`src/rtl/lfsr_scrambler_stream.sv`:
```
// -----------------------------------------------------------------------------
// lfsr_scrambler_stream
//
// Handshaked stream scrambler/descrambler built around a programmable
// Fibonacci LFSR. Each accepted DATA_W-bit beat advances the LFSR DATA_W
// bit-steps, with bit 0 of the beat processed first. Three flavours are
// selected by MODE:
//   0 : additive (frame-synchronous). The keystream depends only on the LFSR.
//   1 : multiplicative scramble. Scrambled output bits feed the LFSR.
//   2 : multiplicative descramble. Received (scrambled) bits feed the LFSR,
//       so the descrambler self-synchronises after LFSR_W received bits.
// MODE values above 2 behave as additive.
//
// Ports
//   clk         rising-edge clock
//   rst         asynchronous active-high reset
//   in_valid    input beat valid
//   in_ready    block can accept an input beat (combinational)
//   in_data     input beat, bit 0 first
//   out_valid   output beat valid (registered)
//   out_ready   downstream accepts the output beat
//   out_data    scrambled/descrambled beat (registered)
//   bypass      accepted beat passes through unmodified
//   seed_load   single-cycle request to load seed_value into the LFSR
//   seed_value  LFSR seed
//   lfsr_zero   LFSR state is all-zero (registered)
// -----------------------------------------------------------------------------
module lfsr_scrambler_stream #(
  parameter int unsigned       DATA_W = 8,
  parameter int unsigned       LFSR_W = 7,
  parameter logic [LFSR_W-1:0] TAPS   = 7'b1001000,
  parameter logic [LFSR_W-1:0] SEED   = 7'h7F,
  parameter int unsigned       MODE   = 0
) (
  input  logic              clk,
  input  logic              rst,
  input  logic              in_valid,
  output logic              in_ready,
  input  logic [DATA_W-1:0] in_data,
  output logic              out_valid,
  input  logic              out_ready,
  output logic [DATA_W-1:0] out_data,
  input  logic              bypass,
  input  logic              seed_load,
  input  logic [LFSR_W-1:0] seed_value,
  output logic              lfsr_zero
);

  // Out-of-range MODE folds onto additive.
  localparam logic [1:0] EFF_MODE = (MODE > 32'd2) ? 2'd0 : 2'(MODE);

  localparam logic [1:0] MODE_ADD   = 2'd0;
  localparam logic [1:0] MODE_MSCR  = 2'd1;
  localparam logic [1:0] MODE_MDSCR = 2'd2;

  // Unrolled DATA_W-step update. Returns {beat_out, next_state}.
  // In bypass the output is the raw input; the LFSR still advances so that
  // additive keystream alignment holds and multiplicative modes shift in the
  // line bits they would see on the wire.
  function automatic logic [DATA_W+LFSR_W-1:0] scramble_beat(
    input logic [LFSR_W-1:0] s_cur,
    input logic [DATA_W-1:0] din,
    input logic              byp
  );
    logic [LFSR_W-1:0] s_v;
    logic [DATA_W-1:0] o_v;
    logic              p_v;
    logic              fb_v;
    s_v = s_cur;
    o_v = '0;
    for (int j = 0; j < int'(DATA_W); j++) begin
      p_v = ^(s_v & TAPS);
      if (byp) begin
        o_v[j] = din[j];
      end else begin
        o_v[j] = din[j] ^ p_v;
      end
      case (EFF_MODE)
        MODE_MSCR:  fb_v = o_v[j];
        MODE_MDSCR: fb_v = din[j];
        MODE_ADD:   fb_v = p_v;
        default:    fb_v = p_v;
      endcase
      s_v = {s_v[LFSR_W-2:0], fb_v};
    end
    return {o_v, s_v};
  endfunction

  logic [LFSR_W-1:0] lfsr_r;
  logic              lfsr_zero_r;
  logic              out_valid_r;
  logic [DATA_W-1:0] out_data_r;

  logic              in_ready_s;
  logic              accept_s;
  logic [LFSR_W-1:0] lfsr_next_s;
  logic [DATA_W-1:0] beat_out_s;

  // Handshake: a seed load owns the LFSR for its cycle, so no beat is taken.
  always_comb begin
    in_ready_s = !seed_load && (!out_valid_r || out_ready);
    accept_s   = in_valid && in_ready_s;
  end

  // Combinational beat transform from the current LFSR state.
  always_comb begin
    {beat_out_s, lfsr_next_s} = scramble_beat(lfsr_r, in_data, bypass);
  end

  // LFSR state and zero flag; they only move on seed load or beat accept.
  always_ff @(posedge clk or posedge rst) begin
    if (rst) begin
      lfsr_r      <= SEED;
      lfsr_zero_r <= (SEED == '0);
    end else if (seed_load) begin
      lfsr_r      <= seed_value;
      lfsr_zero_r <= (seed_value == '0);
    end else if (accept_s) begin
      lfsr_r      <= lfsr_next_s;
      lfsr_zero_r <= (lfsr_next_s == '0);
    end else begin
      lfsr_r      <= lfsr_r;
      lfsr_zero_r <= lfsr_zero_r;
    end
  end

  // Output register: load on accept, drop valid after a transfer with no
  // replacement, otherwise hold (stall keeps data stable).
  always_ff @(posedge clk or posedge rst) begin
    if (rst) begin
      out_valid_r <= 1'b0;
      out_data_r  <= '0;
    end else if (accept_s) begin
      out_valid_r <= 1'b1;
      out_data_r  <= beat_out_s;
    end else if (out_ready) begin
      out_valid_r <= 1'b0;
      out_data_r  <= out_data_r;
    end else begin
      out_valid_r <= out_valid_r;
      out_data_r  <= out_data_r;
    end
  end

  assign in_ready  = in_ready_s;
  assign out_valid = out_valid_r;
  assign out_data  = out_data_r;
  assign lfsr_zero = lfsr_zero_r;

endmodule


```
`config.mk`:
```
export PLATFORM = sky130hd
export DESIGN_NAME = lfsr_scrambler_stream
export DESIGN_NICKNAME = d
export VERILOG_FILES = /design/src/rtl/lfsr_scrambler_stream.sv
export SDC_FILE = /design/constraint.sdc
export NUM_CORES = 1
export LEC_CHECK = 0
export ABC_CLOCK_PERIOD_IN_PS = 2100
export BUFFER_PORTS_ARGS = -buffer_cell sky130_fd_sc_hd__buf_2
export CORE_MARGIN = 2
export CORE_UTILIZATION = 49
export CTS_BUF_LIST = sky130_fd_sc_hd__clkbuf_8 sky130_fd_sc_hd__clkbuf_16
export CTS_CLUSTER_DIAMETER = 100
export DETAILED_ROUTE_END_ITERATION = 6
export HOLD_SLACK_MARGIN = 0.06
export PLACE_DENSITY = 0.74
export SYNTH_ARGS = -nofsm -noshare
export SYNTH_HDL_FRONTEND = slang
export SYNTH_SLANG_ARGS = --single-unit
```
`constraint.sdc`:
```
create_clock -name clk -period 2.1 [get_ports clk]
set_clock_uncertainty 0.05 [all_clocks]
set_input_delay 0 -clock clk [delete_from_list [all_inputs] [get_ports clk]]
set_output_delay 0 -clock clk [all_outputs]
set_load 0.02 [all_outputs]
```
Yosys cells after proc, flatten, opt, wreduce, memory -nomap -nowiden. Cells that the tools add are included.

Register bits after elaboration: 17. Input bits: 21. Word-level logic and storage cells: 43.

Multiplexer cells: 14. Bitwise gates (word level): 8. Reduce and logical (&&, ||, !) cells: 17.

Operators by type and width (number): parity 7 bit (8); zero test 7 bit (2); two-way mux 7 bit (2); two-way mux 1 bit (12); XOR 1 bit (8); nonzero test 2 bit (2); logical AND 1 bit (2); zero test 1 bit (2); logical OR 1 bit (1).

Logic depth before layout (Yosys ltp). Gate-level depths: netlist (run 1).

Depth after elaboration: 6. Depth in mapped cells: 6.

Worst setup path after synthesis (run 1). Ideal clock, no wire load.

Path type: flip-flop to flip-flop. Start point: register lfsr_r[6]. End point: register out_data_r[4], in the netlist out_data[4]. Setup time: 0.082 ns. Data arrival time: 1.393 ns. Slack: 0.575 ns. Stages on the path, launching flop included: 6. Clock period less this slack: 1.525 ns. Path through: dfstp_2 > buf_2 > xnor2_1 > xor2_1 > or3_1 > a31oi_1.

Cells in the longest elaborated chain, start to end: 4.

RTL lines: start, declared (line 89) `logic [LFSR_W-1:0] lfsr_r;`; start signal, assigned (line 116) `lfsr_r <= seed_value;`; start signal, assigned (line 119) `lfsr_r <= lfsr_next_s;`; start signal, assigned (line 122) `lfsr_r <= lfsr_r;`; parity 7 bit (2 in series) (line 72) `p_v = ^(s_v & TAPS);`; XOR 1 bit (line 76) `o_v[j] = din[j] ^ p_v;`; two-way mux 1 bit (line 73) `if (byp) begin`; end signal, assigned (line 135) `out_data_r <= beat_out_s;`; end signal, assigned (line 138) `out_data_r <= out_data_r;`; end signal, assigned (line 141) `out_data_r <= out_data_r;`; end, declared (line 92) `logic [DATA_W-1:0] out_data_r;`.

Every way passes these cells. A chain may end at the register's enable or synchronous reset.

Worst setup path after layout (run 1).
Start point: register out_valid_r, in the netlist out_valid. End point: register lfsr_r[5].

Cells in the longest elaborated chain, start to end: 5.

RTL lines: start, declared (line 91) `logic out_valid_r;`; start signal, assigned (line 140) `out_valid_r <= out_valid_r;`; zero test 1 bit (line 101) `in_ready_s = !seed_load && (!out_valid_r || out_ready);`; logical OR 1 bit (line 101); logical AND 1 bit (line 101); logical AND 1 bit (line 102) `accept_s = in_valid && in_ready_s;`; nonzero test 2 bit (no line).

Every way passes these cells.

==> flow_summary.yaml, run 1 <==
status:
  status: "finished, final reports clean"
placement:
  globalplace.congestion: 0.7832
  post-place-ws_ns: 0.5253
  place.port_buffers: 31
  dp.cells: 164
  hpwl_mm: 1.489
clock_network:
  clock-root-buffer: "clkbuf_8"
  ctsLongestPathBuffers: 2
  cts.sink_count: 17
  numCtsBuffers: 3
  worstSkewPairLatency_ns: 0.25
  htree_levels: 1
  cts_tree: "yes"
  clk_pin_slew_ns: 0.06
min_path:
  hold_path.class: "primary input to flop"
  min_from: "seed_load"
  min_path_cells: 3
  whs_endpoint: "lfsr_r[1]$_DFFE_PP1P_"
floorplan:
  dieHeight_um: 49.59
  coreArea_sq_mm: 0.001962
  die-area_sq_mm: 0.002459
  rows: 16
  dieWidth_um: 49.59
  initial_core_util_pct: 51.91
  ios: 32
sta:
  tns_ns: 0
  setup_ws_ns: 0.4715
  tightest_slew_ns: 0.6447
  drv_slew: 0
  fmax_mhz: 614.1
  final-hold-violation-count: 0
  setup_viol: 0
  min_period_ns: 1.628
  relSlewSlack_pct: 56.97
  hold_slack_ns: 0.06641
  rsz0062_at_grt: "false"
  min_period_over_period_pct: 77.55
global_routing:
  gr-usage-all-layers_pct: 20.45
  grt_start_max_net_pins: 25
  grt_overflow: 0
  grt_pass1_wl_mm: 3.822
  grt_pass1_vias: 909
  antenna_found_initial: 0
yosys:
  synth_top_family_by_area: "simple AND/OR/NAND/NOR gates"
  synthAdderAreaFrac_pct: 0
  yosysSeqAreaShare_pct: 42.63
  synth_xor_area_share_pct: 17.20
  netlist_area_sq_mm: 0.001018
  synth.net_count: 135
  synth_cell_types: 30
  avgSynthCellArea_sq_um: 8.934
  ys_ff_latch: 17
  synthMuxAreaShare_pct: 1.106
  syn_inst: 114
  yosys.area_share.simple_pct: 21.62
  synth_compound_area_share_pct: 12.16
  synth_warnings: 0
drt:
  ant_nets: 0
  drtIter0Drc: 21
  wirelength_mm: 2.281
  viasPerCell: 4.989
  routedWlPerCell_um: 12.13
  vias: 938
  first_pass_iters: 4
  drc_errors: 0
cells_and_area:
  syn2layout_area_growth_pct: 38.45
  nFillCells: 166
  fin_nets: 183
  final_util_pct: 71.88
  diodes: 0
  drive_gt1_share_pct: 27.33
  layoutNonFillerInstCount: 188
job:
  maxCapViolations: 0
power_and_ir_drop:
  p_per_area_mw_per_mm2: 753.5
  p_leak_uw: 0.0005922
  peakVddDrop_v: 0.0004644
critical_path:
  cp-end-kind: "flop"
  path_class: "flop to flop"
  startpoint_type: "flop"
  worst_r2r_endpoint: "lfsr_r[5]$_DFFE_PP1P_"
  crit_path_top_delay_cell: "nor2b_1"
  required_ns: 2.21
  r2r_start: "out_valid$_DFFE_PP0P_"
  critical_path.max_stage_delay_ns: 0.46
  r2r_setup_slack_ns: 0.47
  r2r_cells: 4
  cp.arrival_ns: 1.73
  crit_chain: "nor2b_1 -> nor2_4 -> and2_2 -> o31ai_1"
  cp_max_fo: 24
==> routing by layer <==
metal / GRT usage (%) / routed length [um]
met3: 3.030 / 100
met2: 34.67 / 1103
met1: 24.18 / 996
met4: 12.50 / 80
met5: 0 / 0
==> critical path: cells and delay by family, from the launching register on <==
kind | cells | cell delay [ns]
AO/OA/AOI/OAI | 1 | 0.23
AND/OR/NAND/NOR | 3 | 0.92
flip-flops | 1 | 0.33
==> synthesized netlist by cell type <==
cell	count	area, sq um
o31ai_1	3	22.52
xor2_1	4	35.03
nor3b_1	1	7.510
o31a_1	1	8.760
o21ai_0	7	35.03
inv_1	3	11.26
a21oi_1	6	30.03
buf_4	2	15.01
dfstp_2	7	183.9
and2_1	1	6.260
a221oi_1	1	8.760
nor3_1	5	25.02
xnor2_1	16	140.1
dfrtp_1	10	250.2
nor2_4	1	11.26
clkbuf_1	2	7.510
or3_1	3	18.77
nor4b_1	1	8.760
and3b_1	1	8.760
nor4_1	1	6.260
mux2_2	1	11.26
nand2b_1	2	12.51
nor2_1	18	67.56
and3_1	1	6.260
buf_2	4	20.02
a31oi_1	3	18.77
nand2_1	6	22.52
nor2b_1	1	6.260
and2_2	1	7.510
nand3_1	1	5.000
==> state kept, by name (all words and copies together), names as in the netlist <==
name and flops:
out_data 8, lfsr_r 7, lfsr_zero 1, out_valid 1
==> final cells by class <==
type	instances	area, sq um	share of cell area, %
clock buffer	3	41.29	2.928
clock inverter	1	3.754	0.2662
inverter	3	11.26	0.7986
multi-input combinational	86	530.5	37.62
sequential	17	434.2	30.79
tap	27	33.78	2.396
timing repair buffer	51	355.3	25.20
==> cell families (layout without fill, tap and decap cells) <==
family,count (synthesis),count (layout)
simple gates,44,44
compound gates,21,21
flops,17,17
xor+xnor,20,20
buf+inv,11,58
mux,1,1
==> through the flow <==
step / total power, uW / area (sq um)
after detailed placement: 798.5 / 1165
final: 1062 / 1410
after CTS: 1068 / 1410
after global placement: 790.7 / 1165
after global routing: 1128 / 1410
after floorplan: 709.3 / 1018
==> cell usage in the layout (no fill, tap or decap) <==
master	n
nor3_1	5
dfrtp_1	10
inv_1	4
buf_2	31
or3_1	3
dfstp_2	7
and2_2	1
nand2b_1	2
a31oi_1	3
dlygate4sd3_1	20
and3b_1	1
and3_1	1
mux2_2	1
xnor2_1	16
o31ai_1	3
nor2_1	18
o31a_1	1
nand2_1	6
xor2_1	4
nor3b_1	1
clkbuf_8	3
nor2_4	1
nor4_1	1
o21ai_0	7
nor2b_1	1
nand3_1	1
nor4b_1	1
a221oi_1	1
a21oi_1	6
and2_1	1
==> how the worst max path moves through the flow <==
stage,start,depth (start not counted),end
floorplan,lfsr_r[6]$_DFFE_PP1P_,5,out_data[4]$_DFFE_PP0P_
global route,out_valid$_DFFE_PP0P_,4,lfsr_zero$_DFFE_PP0P_
CTS,out_valid$_DFFE_PP0P_,4,lfsr_zero$_DFFE_PP0P_
detailed placement,out_valid$_DFFE_PP0P_,4,lfsr_zero$_DFFE_PP0P_
global placement,lfsr_r[2]$_DFFE_PP1P_,4,out_data[5]$_DFFE_PP0P_
finish,out_valid$_DFFE_PP0P_,4,lfsr_r[5]$_DFFE_PP1P_
==> repair_timing <==
item                      CTS  global route
buffers inserted            0             0
gates resized for setup     0             0
hold buffers               20             0
hold endpoints to repair   25             0
==> power breakdown <==
group          switching, uW  internal [uW]
clock network            109            130
registers               53.3            400
logic                    198            173
Power figures use the tool's default switching activity.
==> run 2: changes to the inputs <==
- ABC_CLOCK_PERIOD_IN_PS: 2100 -> 1400
- CORE_UTILIZATION: 49 -> 45
- PLACE_DENSITY: 0.74 -> 0.72
- clock period: 2.1 -> 1.4 ns (I/O delays scaled with it)
==> run 2 against run 1 <==
- the run now ends with setup timing left
- highest routed layer unchanged
- clock power rose by 49%
- critical path type unchanged
- sequential power rose by 48%
- cell count increased by 6.4%
- critical path depth is the same
==> flow_summary.yaml, run 2 (same netlist as run 1, synthesis figures left out) <==
status:
  status: "finished, violations left"
  violations: "setup timing"
placement:
  place_area_sq_mm: 0.001259
  globalplace.congestion: 0.8762
  place.port_buffers: 31
  hpwl_mm: 1.606
critical_path:
  crit_path_top_delay_cell: "dfstp_2"
  required_ns: 1.52
  cp_max_fo: 3
  cp.arrival_ns: 1.54
  crit_chain: "xnor2_2 -> xor2_1 -> or3_1 -> a31oi_1"
  critPathBufInv: 0
  critical_path.max_stage_delay_ns: 0.60
  startpoint_type: "flop"
  path_class: "flop to flop"
  cp-end-kind: "flop"
  path_delay_family: "flip-flops"
power_and_ir_drop:
  combPwrFrac_pct: 39.9
  p_int_uw: 1140
  switching_share_pct: 33.46
  peakVddDrop_v: 0.0006576
  seqPwrFrac_pct: 39.2
  p_leak_uw: 0.0006842
  clockPowerShare_pct: 20.9
  power_uw: 1713
  p_per_area_mw_per_mm2: 1107
  p_sw_uw: 573.0
sta:
  drv_slew: 0
  setup_viol: 1
  rsz0062_at_grt: "true"
  tns_ns: -0.01644
  relSlewSlack_pct: 57.24
  tightest_slew_ns: 0.6407
  min_period_over_period_pct: 101.2
  hold_slack_ns: 0.09715
  setup_ws_ns: -0.01644
  final-hold-violation-count: 0
  min_period_ns: 1.416
  fmax_mhz: 706.0
cells_and_area:
  final_common_cell: "buf_2"
  drive_gt1_share_pct: 38.37
  final_util_pct: 71.34
  nFillCells: 180
  fin_nets: 194
  syn2layout_area_growth_pct: 51.97
  largest_reg_flops: 8
  diodes: 0
  final_area_sq_mm: 0.001548
  layout_common_cells: "buf_2, nor2_1, dlygate4sd3_1"
drt:
  routedWlPerCell_um: 11.77
  ant_nets: 0
  drc_errors: 0
  drtIter0Drc: 6
  viasPerCell: 4.860
  first_pass_iters: 6
  wirelength_mm: 2.354
  vias: 972
clock_network:
  clk_pin_slew_ns: 0.06
  cts_tree: "yes"
  numCtsBuffers: 3
  clock-root-buffer: "clkbuf_8"
  htree_levels: 1
  worstSkewPairLatency_ns: 0.25
  ctsLongestPathBuffers: 2
  cts.sink_count: 17
floorplan:
  ios: 32
  coreArea_sq_mm: 0.002170
  dieWidth_um: 51.58
  die-area_sq_mm: 0.002660
  initial_core_util_pct: 46.94
  rows: 17
  dieHeight_um: 51.58
job:
  maxCapViolations: 0
global_routing:
  gr-usage-all-layers_pct: 19.45
  grt_overflow: 0
  antenna_found_initial: 0
  grt_start_max_net_pins: 18
  grt_pass1_wl_mm: 3.795
  grt_pass1_vias: 904
min_path:
  hold_path.class: "primary input to flop"
[run 2: final timing paths]
check	to	cells past startpoint	slack, ns	startpoint
setup / recovery	out_data[5]$_DFFE_PP0P_	4	-0.02	lfsr_r[5]$_DFFE_PP1P_
hold reg to reg	out_data[2]$_DFFE_PP0P_	2	0.48	out_data[2]$_DFFE_PP0P_
hold / removal	out_data[4]$_DFFE_PP0P_	3	0.1	bypass
max in group asynchronous	lfsr_zero$_DFFE_PP0P_	3	0.56	rst
setup reg to reg	out_data[5]$_DFFE_PP0P_	4	-0.02	lfsr_r[5]$_DFFE_PP1P_
min in group asynchronous	out_data[6]$_DFFE_PP0P_	3	0.33	rst
[run 2: metrics by stage]
stage / setup WS [ns] / cells
floorplan: -0.09008 / 114
global placement: 0.03162 / 174
detailed placement: -0.02925 / 174
CTS: 0.008351 / 197
global route: -0.07452 / 200
finish: -0.01644 / 200
[run 2: cell type report]
class                      instances  area, sq um  area share (%)
multi-input combinational         86        589.3           38.08
sequential                        17        434.2           28.05
timing repair buffer              62        432.9           27.97
clock buffer                       3        41.29           2.668
tap                               28        35.03           2.264
inverter                           3        11.26          0.7276
clock inverter                     1        3.754          0.2425
[run 2: power by group through the flow]
stage | logic (uW) | clock network [uW] | registers [uW]
2_1_floorplan | 358 | 0 | 734
3_3_place_gp | 597 | 0 | 671
3_5_place_dp | 605 | 0 | 678
4_1_cts | 661 | 370 | 668
5_1_grt | 754 | 401 | 682
6_report | 683 | 357 | 672
[run 2: timing repair]
action	4_1_cts	5_1_grt
setup buffers	2	2
hold buffers	17	1
pin swaps	4	1
endpoints found under the setup margin	3	13
endpoints found under the hold margin	26	1
gates resized for setup	0	7
[run 2: tightest hold or removal path: stages]
cell,delay [ns]
buf_2,0.17
or3_1,0.13
a31oi_1,0.06
[run 2: metal layers]
layer  up-vias  part of all wire (%)  GRT usage, %
met1       437                    43         23.56
met4         0                   1.2         9.211
li1        496                     -             -
met2        35                    49         33.33
met3         4                   6.5         3.448
met5         -                     0             0
